[src/rtl/packet_rr_arbiter_pkg.sv]
// Shared types for the UART packet arbiter: the packet beat format and the arbiter state.
package packet_rr_arbiter_pkg;

  typedef struct packed {
    logic [7:0] Data;
    logic       Valid;
    logic       SoP;
    logic       EoP;
  } UART_PACKET;

  typedef enum logic {IDLE = 1'b0, LOCKED = 1'b1} ARB_STATE;

endpackage

[src/rtl/packet_rr_arbiter_if.sv]
// Requester-side and UART-side bundle of the packet arbiter.
interface packet_rr_arbiter_if #(
  parameter int NUM_IN = 4,
  parameter int CNT_W  = 16
);
  import packet_rr_arbiter_pkg::*;

  UART_PACKET [NUM_IN-1:0] ipTxStream;
  logic       [NUM_IN-1:0] opTxReady;
  UART_PACKET              opTxStream;
  logic                    ipTxReady;
  logic       [NUM_IN-1:0] opGrant;
  logic                    opTimeout;
  logic       [CNT_W-1:0]  opDropCount;

  modport master (
    input  ipTxStream, ipTxReady,
    output opTxReady, opTxStream, opGrant, opTimeout, opDropCount
  );

  modport slave (
    output ipTxStream, ipTxReady,
    input  opTxReady, opTxStream, opGrant, opTimeout, opDropCount
  );
endinterface

[src/rtl/packet_rr_arbiter_rr_picker.sv]
// Combinational round-robin picker: first set request after ptr, wrapping at N.
module rr_picker #(
  parameter  int N  = 4,
  localparam int PW = $clog2(N)
) (
  input  logic [N-1:0]  req,
  input  logic [PW-1:0] ptr,
  output logic [N-1:0]  gnt,
  output logic          vld
);

  logic [PW:0]   sum;
  logic [PW-1:0] idx;

  always_comb begin
    gnt = '0;
    vld = 1'b0;
    sum = '0;
    idx = '0;
    for (int k = 1; k <= N; k++) begin
      // explicit wrap so non-power-of-two N never indexes past N-1
      sum = {1'b0, ptr} + (PW+1)'(k);
      if (sum >= (PW+1)'(N)) sum = sum - (PW+1)'(N);
      idx = sum[PW-1:0];
      if (!vld && req[idx]) begin
        gnt[idx] = 1'b1;
        vld      = 1'b1;
      end
    end
  end

endmodule

[src/rtl/packet_rr_arbiter.sv]
// Packet-atomic round-robin merge of NUM_IN UART packet streams with orphan dropping
// and a stalled-owner watchdog.
module packet_rr_arbiter
  import packet_rr_arbiter_pkg::*;
#(
  parameter int NUM_IN  = 4,
  parameter int TIMEOUT = 1024,
  parameter int CNT_W   = 16
) (
  input logic                 ipClk,
  input logic                 nReset,
  packet_rr_arbiter_if.master bus
);

  localparam int PW = $clog2(NUM_IN);
  localparam int WW = $clog2(TIMEOUT+1);

  ARB_STATE              state, stateNext;
  logic [PW-1:0]         ptr, ptrNext, owner, ownerNext, winIdx;
  logic [NUM_IN-1:0]     resync, resyncNext, req, drop, ready, winOh;
  logic [WW-1:0]         wdCnt, wdNext;
  UART_PACKET            outReg, outNext, ownBeat;
  logic                  toReg, toNext, winVld, slotFree;
  logic [CNT_W-1:0]      dropCnt, dropNext;
  logic [3:0]            dropInc;
  logic [CNT_W:0]        dropSum;

  for (genvar i = 0; i < NUM_IN; i++) begin : gLane
    logic isOwner;
    assign isOwner = (state == LOCKED) && (owner == PW'(i));
    assign req[i]  = bus.ipTxStream[i].Valid && bus.ipTxStream[i].SoP && !resync[i];
    // body beats with no open grant (or awaiting resync) are swallowed
    assign drop[i] = bus.ipTxStream[i].Valid && !bus.ipTxStream[i].SoP && (!isOwner || resync[i]);
  end

  rr_picker #(.N(NUM_IN)) uPick (.req(req), .ptr(ptr), .gnt(winOh), .vld(winVld));

  always_comb begin
    winIdx = '0;
    for (int i = 0; i < NUM_IN; i++) if (winOh[i]) winIdx = PW'(i);
  end

  assign slotFree = !outReg.Valid || bus.ipTxReady;
  assign ownBeat  = bus.ipTxStream[owner];

  always_comb begin
    stateNext  = state;
    ptrNext    = ptr;
    ownerNext  = owner;
    resyncNext = resync;
    wdNext     = wdCnt;
    toNext     = 1'b0;
    outNext    = slotFree ? '0 : outReg;
    ready      = drop;
    dropInc    = '0;
    for (int i = 0; i < NUM_IN; i++) begin
      dropInc = dropInc + {3'b0, drop[i]};
      if (bus.ipTxStream[i].Valid && bus.ipTxStream[i].SoP && resync[i]) resyncNext[i] = 1'b0;
    end
    case (state)
      IDLE: begin
        if (winVld && slotFree) begin
          ready   = ready | winOh;
          outNext = bus.ipTxStream[winIdx];
          if (bus.ipTxStream[winIdx].EoP) begin
            ptrNext = winIdx;
          end else begin
            stateNext = LOCKED;
            ownerNext = winIdx;
            wdNext    = '0;
          end
        end
      end
      LOCKED: begin
        ready[owner] = ready[owner] | slotFree;
        if (ownBeat.Valid && slotFree) begin
          outNext = ownBeat;
          wdNext  = '0;
          if (ownBeat.SoP) dropInc = dropInc + 4'd1;
          if (ownBeat.EoP) begin
            stateNext = IDLE;
            ptrNext   = owner;
          end
        end else if (!ownBeat.Valid) begin
          // only a silent owner ages the watchdog; downstream stalls do not
          if (wdCnt == WW'(TIMEOUT-1)) begin
            toNext            = 1'b1;
            resyncNext[owner] = 1'b1;
            ptrNext           = owner;
            stateNext         = IDLE;
          end else begin
            wdNext = wdCnt + 1'b1;
          end
        end
      end
    endcase
    dropSum  = {1'b0, dropCnt} + (CNT_W+1)'(dropInc);
    dropNext = dropSum[CNT_W] ? '1 : dropSum[CNT_W-1:0];
  end

  always_ff @(posedge ipClk) begin
    if (nReset) begin
      state   <= IDLE;
      ptr     <= '0;
      owner   <= '0;
      resync  <= '0;
      wdCnt   <= '0;
      outReg  <= '0;
      toReg   <= 1'b0;
      dropCnt <= '0;
    end else begin
      state   <= stateNext;
      ptr     <= ptrNext;
      owner   <= ownerNext;
      resync  <= resyncNext;
      wdCnt   <= wdNext;
      outReg  <= outNext;
      toReg   <= toNext;
      dropCnt <= dropNext;
    end
  end

  assign bus.opTxReady   = nReset ? '0 : ready;
  assign bus.opTxStream  = outReg;
  assign bus.opGrant     = (state == LOCKED) ? (NUM_IN'(1) << owner) : '0;
  assign bus.opTimeout   = toReg;
  assign bus.opDropCount = dropCnt;

endmodule

[src/flat_wrapper.sv]
// flat-port wrapper written by rule: the top's interface ports become plain ports
module packet_rr_arbiter_flat import packet_rr_arbiter_pkg::*;
#(
  parameter int NUM_IN  = 4,
  parameter int TIMEOUT = 1024,
  parameter int CNT_W   = 16
)
  (ipClk, nReset, bus_ipTxStream, bus_ipTxReady, bus_opTxReady, bus_opTxStream, bus_opGrant, bus_opTimeout, bus_opDropCount);
  packet_rr_arbiter_if #(.NUM_IN(NUM_IN), .CNT_W(CNT_W)) bus_i ();
  input logic ipClk;
  input logic nReset;
  input wire logic [$bits(bus_i.ipTxStream)-1:0] bus_ipTxStream;
  input wire logic [$bits(bus_i.ipTxReady)-1:0] bus_ipTxReady;
  output wire logic [$bits(bus_i.opTxReady)-1:0] bus_opTxReady;
  output wire logic [$bits(bus_i.opTxStream)-1:0] bus_opTxStream;
  output wire logic [$bits(bus_i.opGrant)-1:0] bus_opGrant;
  output wire logic [$bits(bus_i.opTimeout)-1:0] bus_opTimeout;
  output wire logic [$bits(bus_i.opDropCount)-1:0] bus_opDropCount;
  assign bus_i.ipTxStream = bus_ipTxStream;
  assign bus_i.ipTxReady = bus_ipTxReady;
  assign bus_opTxReady = bus_i.opTxReady;
  assign bus_opTxStream = bus_i.opTxStream;
  assign bus_opGrant = bus_i.opGrant;
  assign bus_opTimeout = bus_i.opTimeout;
  assign bus_opDropCount = bus_i.opDropCount;
  packet_rr_arbiter #(.NUM_IN(NUM_IN), .TIMEOUT(TIMEOUT), .CNT_W(CNT_W)) u_core (.ipClk(ipClk), .nReset(nReset), .bus(bus_i));
endmodule
[config.mk]
export PLATFORM = sky130hd
export DESIGN_NAME = packet_rr_arbiter_flat
export DESIGN_NICKNAME = d
export VERILOG_FILES = /design/src/rtl/packet_rr_arbiter_pkg.sv /design/src/rtl/packet_rr_arbiter_if.sv /design/src/rtl/packet_rr_arbiter_rr_picker.sv /design/src/rtl/packet_rr_arbiter.sv /design/src/flat_wrapper.sv
export SDC_FILE = /design/constraint.sdc
export NUM_CORES = 1
export LEC_CHECK = 0
export ABC_CLOCK_PERIOD_IN_PS = 4500
export BUFFER_PORTS_ARGS = -buffer_cell sky130_fd_sc_hd__buf_2
export CAP_MARGIN = 15
export CORE_UTILIZATION = 50
export DETAILED_ROUTE_END_ITERATION = 10
export PLACE_DENSITY_LB_ADDON = 0.25
export SLEW_MARGIN = 20
export SYNTH_ARGS = -nofsm -noshare
export SYNTH_HDL_FRONTEND = slang
export SYNTH_HIERARCHICAL = 1
export SYNTH_SLANG_ARGS = --single-unit
[constraint.sdc]
create_clock -name ipClk -period 4.5 [get_ports ipClk]
set_input_delay 0.225 -clock ipClk [delete_from_list [all_inputs] [get_ports ipClk]]
set_output_delay 0.225 -clock ipClk [all_outputs]
set_load 0.01 [all_outputs]
---- Word-level counts from Yosys, hierarchy flattened ----
Index checks and enable logic that the tools add are counted.
storage, ports and cells
  input bits .............................. 47
  output and inout bits ................... 36
  word-level logic and storage cells ...... 201
  flip-flop bits (word level) ............. 48
operators by class
  add/subtract/negate cells ............... 14
  bitwise operators ....................... 8
  reduce and logical (&&, ||, !) cells .... 60
  eq/ne operators ......................... 11
  shift-type cells ........................ 1
  multiplexer cells ....................... 81
  $lt $le $gt $ge ......................... 15
operators by type and width
  cell                                                                count
  two-way mux 11 bit                                                  10
  two-way mux 4 bit                                                   14
  binary-select mux 11 bit (select 2 bit)                             2
  case mux 11 bit (2 select lines)                                    2
  logical AND 1 bit                                                   34
  two-way mux 1 bit                                                   26
  two-way mux 2 bit                                                   12
  OR 4 bit                                                            5
  less-than comparator 2 x 3 -> 1 bit (second input constant)         6
  adder 16 x 4 -> 17 bit                                              1
  zero test 1 bit                                                     16
  two-way mux 16 bit                                                  1
  greater-or-equal comparator 3 bit (second input constant)           4
  != test 3 bit (second input constant)                               4
  adder 11 x 1 -> 11 bit (second input constant)                      1
  equality test 11 x 10 -> 1 bit (second input constant)              1
  binary-select mux 1 bit (select 2 bit)                              5
  demux 1 bit (select 2 bit)                                          5
  greater-or-equal comparator 2 x 1 -> 1 bit (second input constant)  5
  adder 4 x 1 -> 4 bit                                                2
  case mux 4 bit (2 select lines)                                     1
  subtractor 2 x 1 -> 2 bit (second input constant)                   4
  adder 2 x 2 -> 3 bit (second input constant)                        2
  logical OR 1 bit                                                    5
  other kinds (19)                                                    22

---- Depth between registers and ports, before layout ----
Gate-level depths: netlist of the first run.
  depth after elaboration ................. 23
  mapped depth ............................ 18
  depth with buffers taken out ............ 15

---- Cells and area by module ----
The synthesis of the first run kept the hierarchy.
by module, submodules not included
  module             cells each  instances  sequential area each (µm²)  area each (µm²)
  packet_rr_arbiter  380         1          960.9                       3,188.1
  rr_picker          48          1          0.0                         415.4

---- Least setup slack after synthesis of the first run ----
OpenSTA, ideal clock, no wires.
  path kind ............................... reg-to-reg
  from .................................... register u_core.owner[1]
  to ...................................... register u_core.dropCnt[11] (netlist: u_core/bus.opDropCount[11])
  path slack .............................. -28 ps
  cell stages (with the launch flop) ...... 19
  clock period less this slack ............ 4,528 ps
  setup time .............................. 70 ps
  buffers on the path ..................... 3
  data required time ...................... 4,430 ps
  data arrival time ....................... 4,457 ps
  path through ............................ dfxtp_1 > clkbuf_1 > clkbuf_1 > nor2_1 > nand2_1 > o21ai_0 > fa_1 > inv_1 > ha_1 > inv_1 > fa_1 > o21a_1 > fa_1 > nor2b_1 > o21ai_0 > a21oi_1 > nand4_1 > clkbuf_1 > a21oi_1
between the ends
  word-level cells in the longest chain between the ends .. 14
  elaborated cells between the ends (all ways) .. 32
  those cells by class .................... 5 x add/sub; 3 x eq/ne; 6 x mux; 18 x reduce/logical
RTL lines
  item                                                                    RTL line                  text
  start: declaration                                                      packet_rr_arbiter.sv:19   logic [PW-1:0] ptr, ptrNext, owner, ownerNext, winIdx;
  start signal: assignment                                                packet_rr_arbiter.sv:114  owner <= ownerNext;
  equality test 2 x 1 -> 1 bit / zero test 2 bit (equally long branches)  packet_rr_arbiter.sv:30   assign isOwner = (state == LOCKED) && (owner == PW'(i));
  logical AND 1 bit                                                       packet_rr_arbiter.sv:30
  zero test 1 bit                                                         packet_rr_arbiter.sv:33   assign drop[i] = bus.ipTxStream[i].Valid && !bus.ipTxStream[i].SoP && (!isOwner || resync[i]);
  logical OR 1 bit                                                        packet_rr_arbiter.sv:33
  logical AND 1 bit                                                       packet_rr_arbiter.sv:33
  adder 1 x 1 -> 2 bit                                                    packet_rr_arbiter.sv:57   dropInc = dropInc + {3'b0, drop[i]};
  adder 4 x 1 -> 4 bit (2 in series)                                      packet_rr_arbiter.sv:57
  adder 4 x 1 -> 4 bit                                                    packet_rr_arbiter.sv:79   if (ownBeat.SoP) dropInc = dropInc + 4'd1;
  two-way mux 4 bit                                                       packet_rr_arbiter.sv:79
  two-way mux 4 bit                                                       packet_rr_arbiter.sv:76   if (ownBeat.Valid && slotFree) begin
  two-way mux 4 bit (*)                                                   packet_rr_arbiter.sv:60   case (state)
  adder 16 x 4 -> 17 bit (*)                                              packet_rr_arbiter.sv:97   dropSum = {1'b0, dropCnt} + (CNT_W+1)'(dropInc);
  two-way mux 16 bit (*)                                                  packet_rr_arbiter.sv:98   dropNext = dropSum[CNT_W] ? '1 : dropSum[CNT_W-1:0];
  end signal: assignment                                                  packet_rr_arbiter.sv:119  dropCnt <= dropNext;
  end: declaration                                                        packet_rr_arbiter.sv:24   logic [CNT_W-1:0] dropCnt, dropNext;
Mark *: on every way between the ends. The rest lies on a longest branch, timed or not. The select of a mux whose other input is x is not followed.
A chain may end at the register's enable or synchronous reset.

---- Final worst setup path of the first run ----
  from .................................... register u_core.ptr[0]
  to ...................................... register u_core.wdCnt[8]
between the ends
  elaborated cells between the ends (all ways) .. 70
  those cells by class .................... 8 x add/sub; 12 x order compare; 2 x eq/ne; 33 x mux; 3 x bitwise; 12 x reduce/logical
RTL lines
  item                                                           RTL line                           text
  start: declaration                                             packet_rr_arbiter.sv:19
  start signal: assignment                                       packet_rr_arbiter.sv:113           ptr <= ptrNext;
  branches (longest 14 deep; another with adder 2 x 1 -> 3 bit)  --
  two-way mux 4 bit (*)                                          packet_rr_arbiter_rr_picker.sv:25  if (!vld && req[idx]) begin
  net u_core.winOh[3]                                            packet_rr_arbiter.sv:20            logic [NUM_IN-1:0] resync, resyncNext, req, drop, ready, winOh;
  two-way mux 2 bit (*)                                          packet_rr_arbiter.sv:40            for (int i = 0; i < NUM_IN; i++) if (winOh[i]) winIdx = PW'(i);
  binary-select mux 11 bit (select 2 bit) (*)                    packet_rr_arbiter.sv:65            if (bus.ipTxStream[winIdx].EoP) begin
  two-way mux 11 bit (*)                                         --
  != test 2 bit (no line) (*)                                    --
  AND reduction 4 bit (no line) (*)                              --
  end signal: assignment                                         packet_rr_arbiter.sv:116           wdCnt <= wdNext;
  end: declaration                                               packet_rr_arbiter.sv:21            logic [WW-1:0] wdCnt, wdNext;
Mark *: on every way through the listed nets, which the timed path passes. The select of a mux whose other input is x is not followed.

==> key figures, run 1 <==
Drt
  – DRT antenna net count: 0
  – DR vias/cell: 6.06
  – DR iter-0 viols: 252
  – Post-route DRC: 0
  – DRT Wirelength: 10100 um
  – Drt pass-1 iters: 5
  – Routed len/inst: 16.7 um
  – Vias: 3655

Worst hold path
  – Path category of the worst min-delay check: in2reg

Floorplan
  – I/O Pins: 83
  – Die area: 0.00755 mm^2
  – Core area: 0.00687 mm^2
  – Site Rows: 30
  – Die Y: 86.9 um
  – Initial Utilization: 52.5%
  – Chip Width: 86.9 um

Power and ir drop
  – Pwr/cell area: 547 mW/mm^2
  – Leak: 1.73 nW
  – Final Power: 0.00231 W
  – Maximum vdd ir drop: 221 uV

Global route
  – Initial antenna violation count: 1
  – GRT Residual Overflow: 0
  – Overall Global Routing Usage: 26.4%
  – Largest net degree at the start of global routing: 41
  – Vias in the first global route: 3500
  – Global-route wire length before repair: 15800 um

Yosys
  – Yosys top cell by area: dfxtp_1
  – Yosys Warn Count: 6
  – Share of the synthesized area in the top cell type: 26.7%
  – Syn nets: 493
  – Yosys cell types: 51
  – Synth Instances: 428
  – Synth top area cells: dfxtp_1, mux4_2, a21oi_1
  – Ys flop type: dfxtp_1
  – Post-synth EDFFs: 0
  – Syn avg cell area: 8.42 um^2
  – Post-Syn Area: 0.00360 mm^2
  – Register area share after synthesis: 26.7%
  – Seq cells post-synth: 48
  – Ys async rst share: 0%

Layout
  – Ratio of cells with drive above 1 in the final layout: 25.8%
  – Multi-input gate area: 0.00245 mm^2
  – Fin cells: 603
  – Area growth from synthesis to layout: 17.1%
  – Register area: 961 um^2
  – Nets: 571
  – Most common cell after layout, fill and taps aside: buf_2
  – Most frequent cells in the layout: buf_2, dfxtp_1, nand2_1
  – Fill count: 615
  – Antenna diodes: 0
  – Final Util: 61.4%

Clock network
  – Clock buffer depth: 2
  – Hold-fix buffers, CTS: 0
  – # clock sinks: 48
  – Clk pin slew, worst setup/hold paths: 90 ps
  – Clock root buffer: clkbuf_8
  – CTS tree: done
  – Clk Latency, worst-skew pair: 300 ps
  – Cts bufs inserted: 5
  – H-tree depth: 2

Placement
  – HPWL Detailed: 7190 um
  – Placed cells: 593
  – Port bufs: 82
  – GP Congestion: 0.864

Worst setup path
  – Crit Path Class: reg2reg
  – Critical Path AT: 4470 ps
  – CP endpoint kind: flop
  – CP Max Fanout: 9
  – Worst setup SP type: flop
  – CP required: 4750 ps

Timing
  – Fin. max-slew vios: 0
  – Final setup fails: 0
  – Endpoints failing hold: 0
  – Worst clock skew: 3.27 ps
  – Max transition margin: 42.2%
  – Fmax: 237 MHz
  – Minimum clock period: 4230 ps
  – Final Cycle Share: 93.9%
  – Worst-Margin Slew: 867 ps

Outcome
  – Status: completed

Job
  – Max-Cap Viols: 0
[path summary, 6_finish.rpt]
check / slack (ps) / endpoint / depth (start not counted) / startpoint
max: 270 / u_core/wdCnt[8] / 11 / u_core/ptr[0]
min: 290 / u_core/resync[3] / 4 / bus_ipTxStream[35]
max reg2reg: 270 / u_core/wdCnt[8] / 11 / u_core/ptr[0]
min reg2reg: 450 / u_core/bus.opTxStream[3] / 2 / u_core/bus.opTxStream[3]
[critical path: stages (launching register included)]
cell and delay [ps]:
dfxtp_1 530, inv_1 250, ha_1 460, mux2i_1 260, o2111ai_1 140, o21ai_0 450
a221o_1 520, nor2_1 160, a221o_1 480, and2_0 300, or4_1 540, nand2_1 90
[metal layers]
metal  track usage, %  routed length, um
met3             4.74                713
met4             7.12                 94
met1             34.5               4350
met2             45.0               4890
met5                0                 13
[final cells by class]
| type | instances | share of cell area (%) |
|---|---|---|
| Inverter | 23 | 2.05 |
| Timing Repair Buffer | 94 | 11.9 |
| Clock buffer | 6 | 1.96 |
| Clock inverter | 2 | 0.356 |
| Sequential cell | 48 | 22.8 |
| Multi-Input combinational cell | 334 | 58.2 |
| Tap cell | 96 | 2.85 |
[report_power, final]
| part | total (W) | internal, W | switching, W |
|---|---|---|---|
| Sequential | 0.000564 | 0.000500 | 0.0000643 |
| Combinational | 0.00147 | 0.000646 | 0.000822 |
| Clock | 0.000277 | 0.000125 | 0.000152 |
| Total | 0.00231 | 0.00127 | 0.00104 |
[metrics by stage]
| stage | setup TNS, ps | setup slack (ps) | hold slack, ps | instance area (um^2) |
|---|---|---|---|---|
| global placement | 0 | 162 | 437 | 4110 |
| finish | 0 | 274 | 285 | 4220 |
| global route | -11.0 | -10.6 | 315 | 4220 |
| detailed placement | 0 | 25.4 | 447 | 4110 |
| floorplan | 0 | 121 | 425 | 3600 |
| CTS | 0 | 0.773 | 286 | 4200 |
[state kept, by name, indices dropped and copies added, names as in the netlist, named ones only]
name,count
u_core/bus.opDropCount,16
u_core/state,1
u_core/bus.opTimeout,1
u_core/owner,2
u_core/bus.opTxStream,10
u_core/resync,4
u_core/ptr,2
u_core/wdCnt,11
[cell families after synthesis]
kind of cell    Yosys count  synth area share (%)
simple gates            147                  20.9
flops                    48                  26.7
mux                      45                  17.3
fa+ha+maj                18                  6.88
buf+inv                  46                  5.24
xor+xnor                 12                  2.92
compound gates          112                  20.1
[cell usage after synthesis (3+ instances only)]
cell      count
nand2_1      46
nand3_1      16
nand4_1       9
o21ai_0      20
o31ai_1       4
nor2_1       18
or4_1         5
nor2b_1      10
mux2_2       14
dfxtp_1      48
and3_1       11
o21ai_1       4
ha_1         15
a21oi_1      39
clkbuf_1     19
mux2i_1      19
nor3_1        9
fa_1          3
xnor2_1      10
a22oi_1      10
a211oi_1     12
inv_1        23
a31oi_1       4
mux4_2       11
nand2b_1      5
a221o_1       5
or3_1         5
[repair_timing]
action | in CTS | in global routing
endpoints found under the setup margin | 1 | 13
endpoints found under the hold margin | 0 | 0
buffers inserted | 0 | 2
gates resized for setup | 0 | 1
pin swaps | 1 | 1
No activity file was read; power rests on OpenSTA's default activity.
==> run 2: changes to the inputs <==
--- a/config.mk
+++ b/config.mk
@@ -6,7 +6,7 @@
 export NUM_CORES = 1
 export LEC_CHECK = 0
 export ABC_CLOCK_PERIOD_IN_PS = 4500
-export BUFFER_PORTS_ARGS = -buffer_cell sky130_fd_sc_hd__buf_2
+export BUFFER_PORTS_ARGS = -buffer_cell sky130_fd_sc_hd__buf_4
 export CAP_MARGIN = 15
 export CORE_UTILIZATION = 50
 export DETAILED_ROUTE_END_ITERATION = 10
==> key figures, run 2 (synthesis gave the netlist of run 1 again) <==
Worst setup path
  – CP endpoint kind: flop (unchanged)
  – CP required: 4740 ps (was 4750 ps)
  – Critical path buffer and inverter count: 3 (was 1)
  – Crit-path cells: nand2_1, o31ai_1, fa_1, inv_1, ha_1, inv_1, fa_1, o21a_1, fa_1, nor2b_1, o21ai_0, a21oi_1, nand4_1, buf_4, a21oi_1 (was inv_1, ha_1, mux2i_1, o2111ai_1, o21ai_0, a221o_1, nor2_1, a221o_1, and2_0, or4_1, nand2_1)
  – Most frequent CP cell: fa_1 (was a221o_1)
  – CP Max Fanout: 13 (was 9)
  – Crit Path Class: reg2reg (unchanged)
  – Largest stage delay on the critical path: 480 ps (was 540 ps)
  – Slowest stage cell, crit path: fa_1 (was or4_1)
  – Critical Path AT: 4300 ps (was 4470 ps)
  – Worst setup SP type: flop (unchanged)
  – Delay-heaviest family, CP: adder cells (was compound AO/OA/AOI/OAI gates)

Clock network
  – Hold-fix buffers, CTS: 0 (unchanged)
  – Clk Latency, worst-skew pair: 310 ps (was 300 ps)
  – H-tree depth: 2 (unchanged)
  – Setup bufs post-CTS: 0 (unchanged)
  – Resized Gates After CTS: 0 (unchanged)
  – Clock root buffer: clkbuf_8 (unchanged)
  – Clk pin slew, worst setup/hold paths: 100 ps (was 90 ps)
  – Cts bufs inserted: 5 (unchanged)
  – CTS tree: done (unchanged)
  – Clock buffer depth: 2 (unchanged)
  – # clock sinks: 48 (unchanged)

Timing
  – Worst-Margin Slew: 851 ps (was 867 ps)
  – Max transition margin: 43.3% (was 42.2%)
  – Final setup fails: 0 (unchanged)
  – Fin. max-slew vios: 0 (unchanged)
  – Minimum clock period: 4060 ps (was 4230 ps)
  – Setup tns final: 0 ps (unchanged)
  – Worst clock skew: 12.3 ps (was 3.27 ps)
  – Worst setup margin: 438 ps (was 274 ps)
  – RSZ-0062 raised after global routing: no
  – Endpoints failing hold: 0 (unchanged)
  – Hold slack: 277 ps (was 285 ps)
  – Fmax: 246 MHz (was 237 MHz)
  – Final Cycle Share: 90.3% (was 93.9%)

Global route
  – Global-route wire length before repair: 16000 um (was 15800 um)
  – Met1 Usage GRT: 36.7% (was 34.5%)
  – Overall Global Routing Usage: 27.0% (was 26.4%)
  – Largest net degree at the start of global routing: 41 (unchanged)
  – Met2 global-route usage: 44.0% (was 45.0%)
  – Initial antenna violation count: 0 (was 1)
  – GRT Residual Overflow: 0 (unchanged)
  – Met3 usage: 4.83% (was 4.74%)
  – Gr busiest metal: met2 (unchanged)
  – Vias in the first global route: 3360 (was 3500)

Layout
  – Most common cell after layout, fill and taps aside: buf_4 (was buf_2)
  – Antenna diodes: 0 (unchanged)
  – Fill count: 597 (was 615)
  – Ratio of cells with drive above 1 in the final layout: 25.9% (was 25.8%)
  – Most frequent cells in the layout: buf_4, nand2_1, dfxtp_1 (was buf_2, dfxtp_1, nand2_1)
  – Max FFs per register: 16 (unchanged)
  – Fin area: 0.00443 mm^2 (was 0.00422 mm^2)
  – Nets: 569 (was 571)
  – Area growth from synthesis to layout: 22.8% (was 17.1%)

Worst hold path
  – Path category of the worst min-delay check: in2reg (unchanged)

Floorplan
  – Site Rows: 30 (unchanged)
  – Chip Width: 86.9 um (unchanged)
  – Core area: 0.00687 mm^2 (unchanged)
  – Die area: 0.00755 mm^2 (unchanged)
  – Die Y: 86.9 um (unchanged)
  – Initial Utilization: 52.5% (unchanged)
  – I/O Pins: 83 (unchanged)

Drt
  – Routed len/inst: 16.5 um (was 16.7 um)
  – DRT antenna net count: 0 (unchanged)
  – Vias: 3605 (was 3655)
  – Post-route DRC: 0 (unchanged)
  – DR vias/cell: 6.00 (was 6.06)
  – DR iter-0 viols: 349 (was 252)
  – Drt pass-1 iters: 5 (unchanged)
  – DRT Wirelength: 9920 um (was 10100 um)

Placement
  – HPWL Detailed: 7330 um (was 7190 um)
  – Port bufs: 82 (unchanged)
  – Placed Area: 0.00431 mm^2 (was 0.00411 mm^2)
  – Worst slack at placement: 361 ps (was 25.4 ps)
  – GP Congestion: 0.897 (was 0.864)

Job
  – Max-Cap Viols: 0 (unchanged)

Outcome
  – Status: completed (unchanged)

Power and ir drop
  – Pwr/cell area: 543 mW/mm^2 (was 547 mW/mm^2)
  – Maximum vdd ir drop: 309 uV (was 221 uV)
  – Leak: 1.77 nW (was 1.73 nW)
-- run 2: through the flow --
stage,power (W),cells,util [%]
floorplan,0.00166,428,-
global placement,0.00203,593,62.8
detailed placement,0.00206,593,62.8
CTS,0.00239,601,64.4
global route,0.00258,601,64.4
finish,0.00240,601,64.4
-- run 2: power by group --
part           leakage (nW)  switching, W  internal (W)
combinational          1.33      0.000823      0.000688
clock                0.0541      0.000153      0.000165
sequential            0.391     0.0000706      0.000502
-- run 2: cell type report --
class / count / area, um^2 / share of cell area (%)
Tap cell: 96 / 120 / 2.71
Clock inverter: 3 / 42.5 / 0.961
Sequential cell: 48 / 963 / 21.8
Inverter: 23 / 86.3 / 1.95
Multi-Input combinational cell: 334 / 2450 / 55.4
Timing Repair Buffer: 92 / 691 / 15.6
Clock buffer: 5 / 68.8 / 1.55
-- run 2: tightest hold or removal path: stages --
cell and delay [ps]:
buf_4 110, nand2_1 70, nand3_1 80, nand2_1 50
-- run 2: layer usage --
layer / vias to the layer above / part of all wire (%)
met5: - / 0
met4: 0 / 0.94
met3: 11 / 6.9
met2: 148 / 48
met1: 1711 / 44
li1: 1735 / -
-- run 2: worst paths after layout --
| kind | cells after the start | endpoint | slack [ps] | start |
|---|---|---|---|---|
| max | 15 | u_core/bus.opDropCount[1] | 440 | u_core/state |
| min | 4 | u_core/resync[3] | 280 | bus_ipTxStream[35] |
| max reg2reg | 15 | u_core/bus.opDropCount[1] | 440 | u_core/state |
| min reg2reg | 2 | u_core/bus.opTxStream[9] | 460 | u_core/bus.opTxStream[9] |
==> run 3: changes to the inputs <==
--- a/config.mk
+++ b/config.mk
@@ -9,6 +9,7 @@
 export BUFFER_PORTS_ARGS = -buffer_cell sky130_fd_sc_hd__buf_4
 export CAP_MARGIN = 15
 export CORE_UTILIZATION = 50
+export CTS_BUF_LIST = sky130_fd_sc_hd__clkbuf_16
 export DETAILED_ROUTE_END_ITERATION = 10
 export PLACE_DENSITY_LB_ADDON = 0.25
 export SLEW_MARGIN = 20
==> key figures, run 3 (synthesis gave the netlist of run 1 again) <==
Placement
  – HPWL Detailed: 7330 um (unchanged)
  – GP Congestion: 0.897 (unchanged)
  – Placed Area: 0.00431 mm^2 (unchanged)
  – Worst slack at placement: 361 ps (unchanged)
  – Port bufs: 82 (unchanged)

Layout
  – Most common cell after layout, fill and taps aside: buf_4 (unchanged)
  – Most frequent cells in the layout: buf_4, dfxtp_1, nand2_1 (was buf_4, nand2_1, dfxtp_1)
  – Area growth from synthesis to layout: 24.3% (was 22.8%)
  – Max FFs per register: 16 (unchanged)
  – Fill count: 587 (was 597)
  – Register area: 962 um^2 (was 963 um^2)
  – Nets: 569 (unchanged)
  – Multi-input gate area: 0.00245 mm^2 (unchanged)
  – Antenna diodes: 0 (unchanged)
  – Ratio of cells with drive above 1 in the final layout: 25.7% (was 25.9%)
  – Fin area: 0.00448 mm^2 (was 0.00443 mm^2)

Drt
  – DRT Wirelength: 10100 um (was 9920 um)
  – Drt pass-1 iters: 5 (unchanged)
  – DR vias/cell: 6.07 (was 6.00)
  – DR iter-0 viols: 352 (was 349)
  – Routed len/inst: 16.7 um (was 16.5 um)
  – Vias: 3649 (was 3605)
  – Post-route DRC: 0 (unchanged)
  – DRT antenna net count: 0 (unchanged)

Timing
  – Fmax: 239 MHz (was 246 MHz)
  – Worst clock skew: 7.53 ps (was 12.3 ps)
  – Endpoints failing hold: 0 (unchanged)
  – Worst setup margin: 312 ps (was 438 ps)
  – Fin. max-slew vios: 0 (unchanged)
  – Setup tns final: 0 ps (unchanged)
  – Hold slack: 299 ps (was 277 ps)
  – RSZ-0062 raised after global routing: no (unchanged)
  – Final setup fails: 0 (unchanged)
  – Final Cycle Share: 93.1% (was 90.3%)
  – Worst-Margin Slew: 828 ps (was 851 ps)
  – Max transition margin: 44.8% (was 43.3%)
  – Minimum clock period: 4190 ps (was 4060 ps)

Power and ir drop
  – Leak: 1.80 nW (was 1.77 nW)
  – Maximum vdd ir drop: 312 uV (was 309 uV)
  – Pwr/cell area: 561 mW/mm^2 (was 543 mW/mm^2)

Job
  – Max-Cap Viols: 0 (unchanged)

Global route
  – Initial antenna violation count: 0 (unchanged)
  – Overall Global Routing Usage: 27.3% (was 27.0%)
  – Global-route wire length before repair: 16200 um (was 16000 um)
  – Vias in the first global route: 3375 (was 3360)
  – Largest net degree at the start of global routing: 41 (unchanged)
  – GRT Residual Overflow: 0 (unchanged)

Floorplan
  – Die area: 0.00755 mm^2 (unchanged)
  – Chip Width: 86.9 um (unchanged)
  – I/O Pins: 83 (unchanged)
  – Core area: 0.00687 mm^2 (unchanged)
  – Initial Utilization: 52.5% (unchanged)
  – Die Y: 86.9 um (unchanged)
  – Site Rows: 30 (unchanged)

Clock network
  – Clock buffer depth: 2 (unchanged)
  – # clock sinks: 48 (unchanged)
  – Cts bufs inserted: 5 (unchanged)
  – H-tree depth: 2 (unchanged)
  – Hold-fix buffers, CTS: 0 (unchanged)
  – Clk Latency, worst-skew pair: 280 ps (was 310 ps)
  – CTS tree: done (unchanged)
  – Clock root buffer: clkbuf_16 (was clkbuf_8)
  – Clk pin slew, worst setup/hold paths: 70 ps (was 100 ps)

Worst setup path
  – Critical Path AT: 4400 ps (was 4300 ps)
  – Reg-to-reg slack, setup: 310 ps (was 440 ps)
  – CP required: 4710 ps (was 4740 ps)
  – CP endpoint kind: flop (unchanged)
  – Worst R2R Path Depth: 16 (was 15)
  – Crit Path Class: reg2reg (unchanged)
  – CP Max Fanout: 13 (unchanged)
  – Reg-to-Reg Start: u_core/owner[1] (was u_core/state)
  – R2r endpoint: u_core/bus.opDropCount[13] (was u_core/bus.opDropCount[1])
  – Worst setup SP type: flop (unchanged)

Worst hold path
  – HP Start: bus_ipTxStream[35] (unchanged)
  – WHS Endpoint: u_core/resync[3] (unchanged)
  – Hold depth: 4 (unchanged)
  – Path category of the worst min-delay check: in2reg (unchanged)

Outcome
  – Status: completed (unchanged)
-- run 3: changes by cell type in the layout (fill, tap and decap cells not counted) --
cell	change
clkbuf_16	+5
clkbuf_8	-5
dfxtp_1	+1
dfxtp_2	-1
-- run 3: worst max path at each step --
stage,from,endpoint,slack (ps),cells after the start
final,u_core/owner[1],u_core/bus.opDropCount[13],310,16
after CTS,u_core/state,u_core/bus.opDropCount[13],310,15
after global placement,u_core/state,u_core/bus.opDropCount[0],510,15
after floorplan,u_core/owner[0],u_core/bus.opDropCount[11],120,18
after global routing,u_core/owner[1],u_core/bus.opDropCount[13],10,16
after detailed placement,u_core/state,u_core/bus.opDropCount[1],360,15
-- run 3: where the power goes --
part	total (W)	switching [W]	leakage, nW	internal, W
Clock	0.000426	0.000165	0.0798	0.000261
Sequential	0.000572	0.0000711	0.390	0.000501
Combinational	0.00151	0.000826	1.33	0.000688
Total	0.00251	0.00106	1.80	0.00145
-- run 3: critical path: stages (launching register included) --
cell and delay [ps]:
dfxtp_1 530, nor2_1 110, nand2_1 120, o21ai_0 140, fa_1 560, inv_1 40
ha_1 320, inv_1 70, fa_1 450, o21a_1 210, fa_1 420, nor2b_1 120
o21ai_0 220, a21oi_1 320, nand4_1 130, buf_4 210, a21oi_1 150
-- run 3: final cells by class --
cell class                 count  area share, %
clock inverter                 3          0.949
multi-input combinational    334           54.8
sequential                    48           21.5
clock buffer                   5           2.79
inverter                      23           1.93
tap                           96           2.68
timing repair buffer          92           15.4
-- run 3: stage by stage --
| step | power, W | utilization, % | instances |
|---|---|---|---|
| after detailed placement | 0.00206 | 62.8 | 593 |
| after CTS | 0.00250 | 65.2 | 601 |
| final | 0.00251 | 65.2 | 601 |
| after global placement | 0.00203 | 62.8 | 593 |
| after floorplan | 0.00166 | - | 428 |
| after global routing | 0.00269 | 65.2 | 601 |
-- run 3: what timing repair did --
action	in CTS	in global routing
setup endpoints to repair	0	2
setup buffers	0	0
resized for setup	0	1
-- run 3: per-layer routing --
layer	vias up	wire length [um]	GRT usage, %
met5	-	0	0
met4	0	142	7.27
met3	15	735	4.27
met2	166	4870	45.0
met1	1732	4310	37.2
li1	1736	-	-
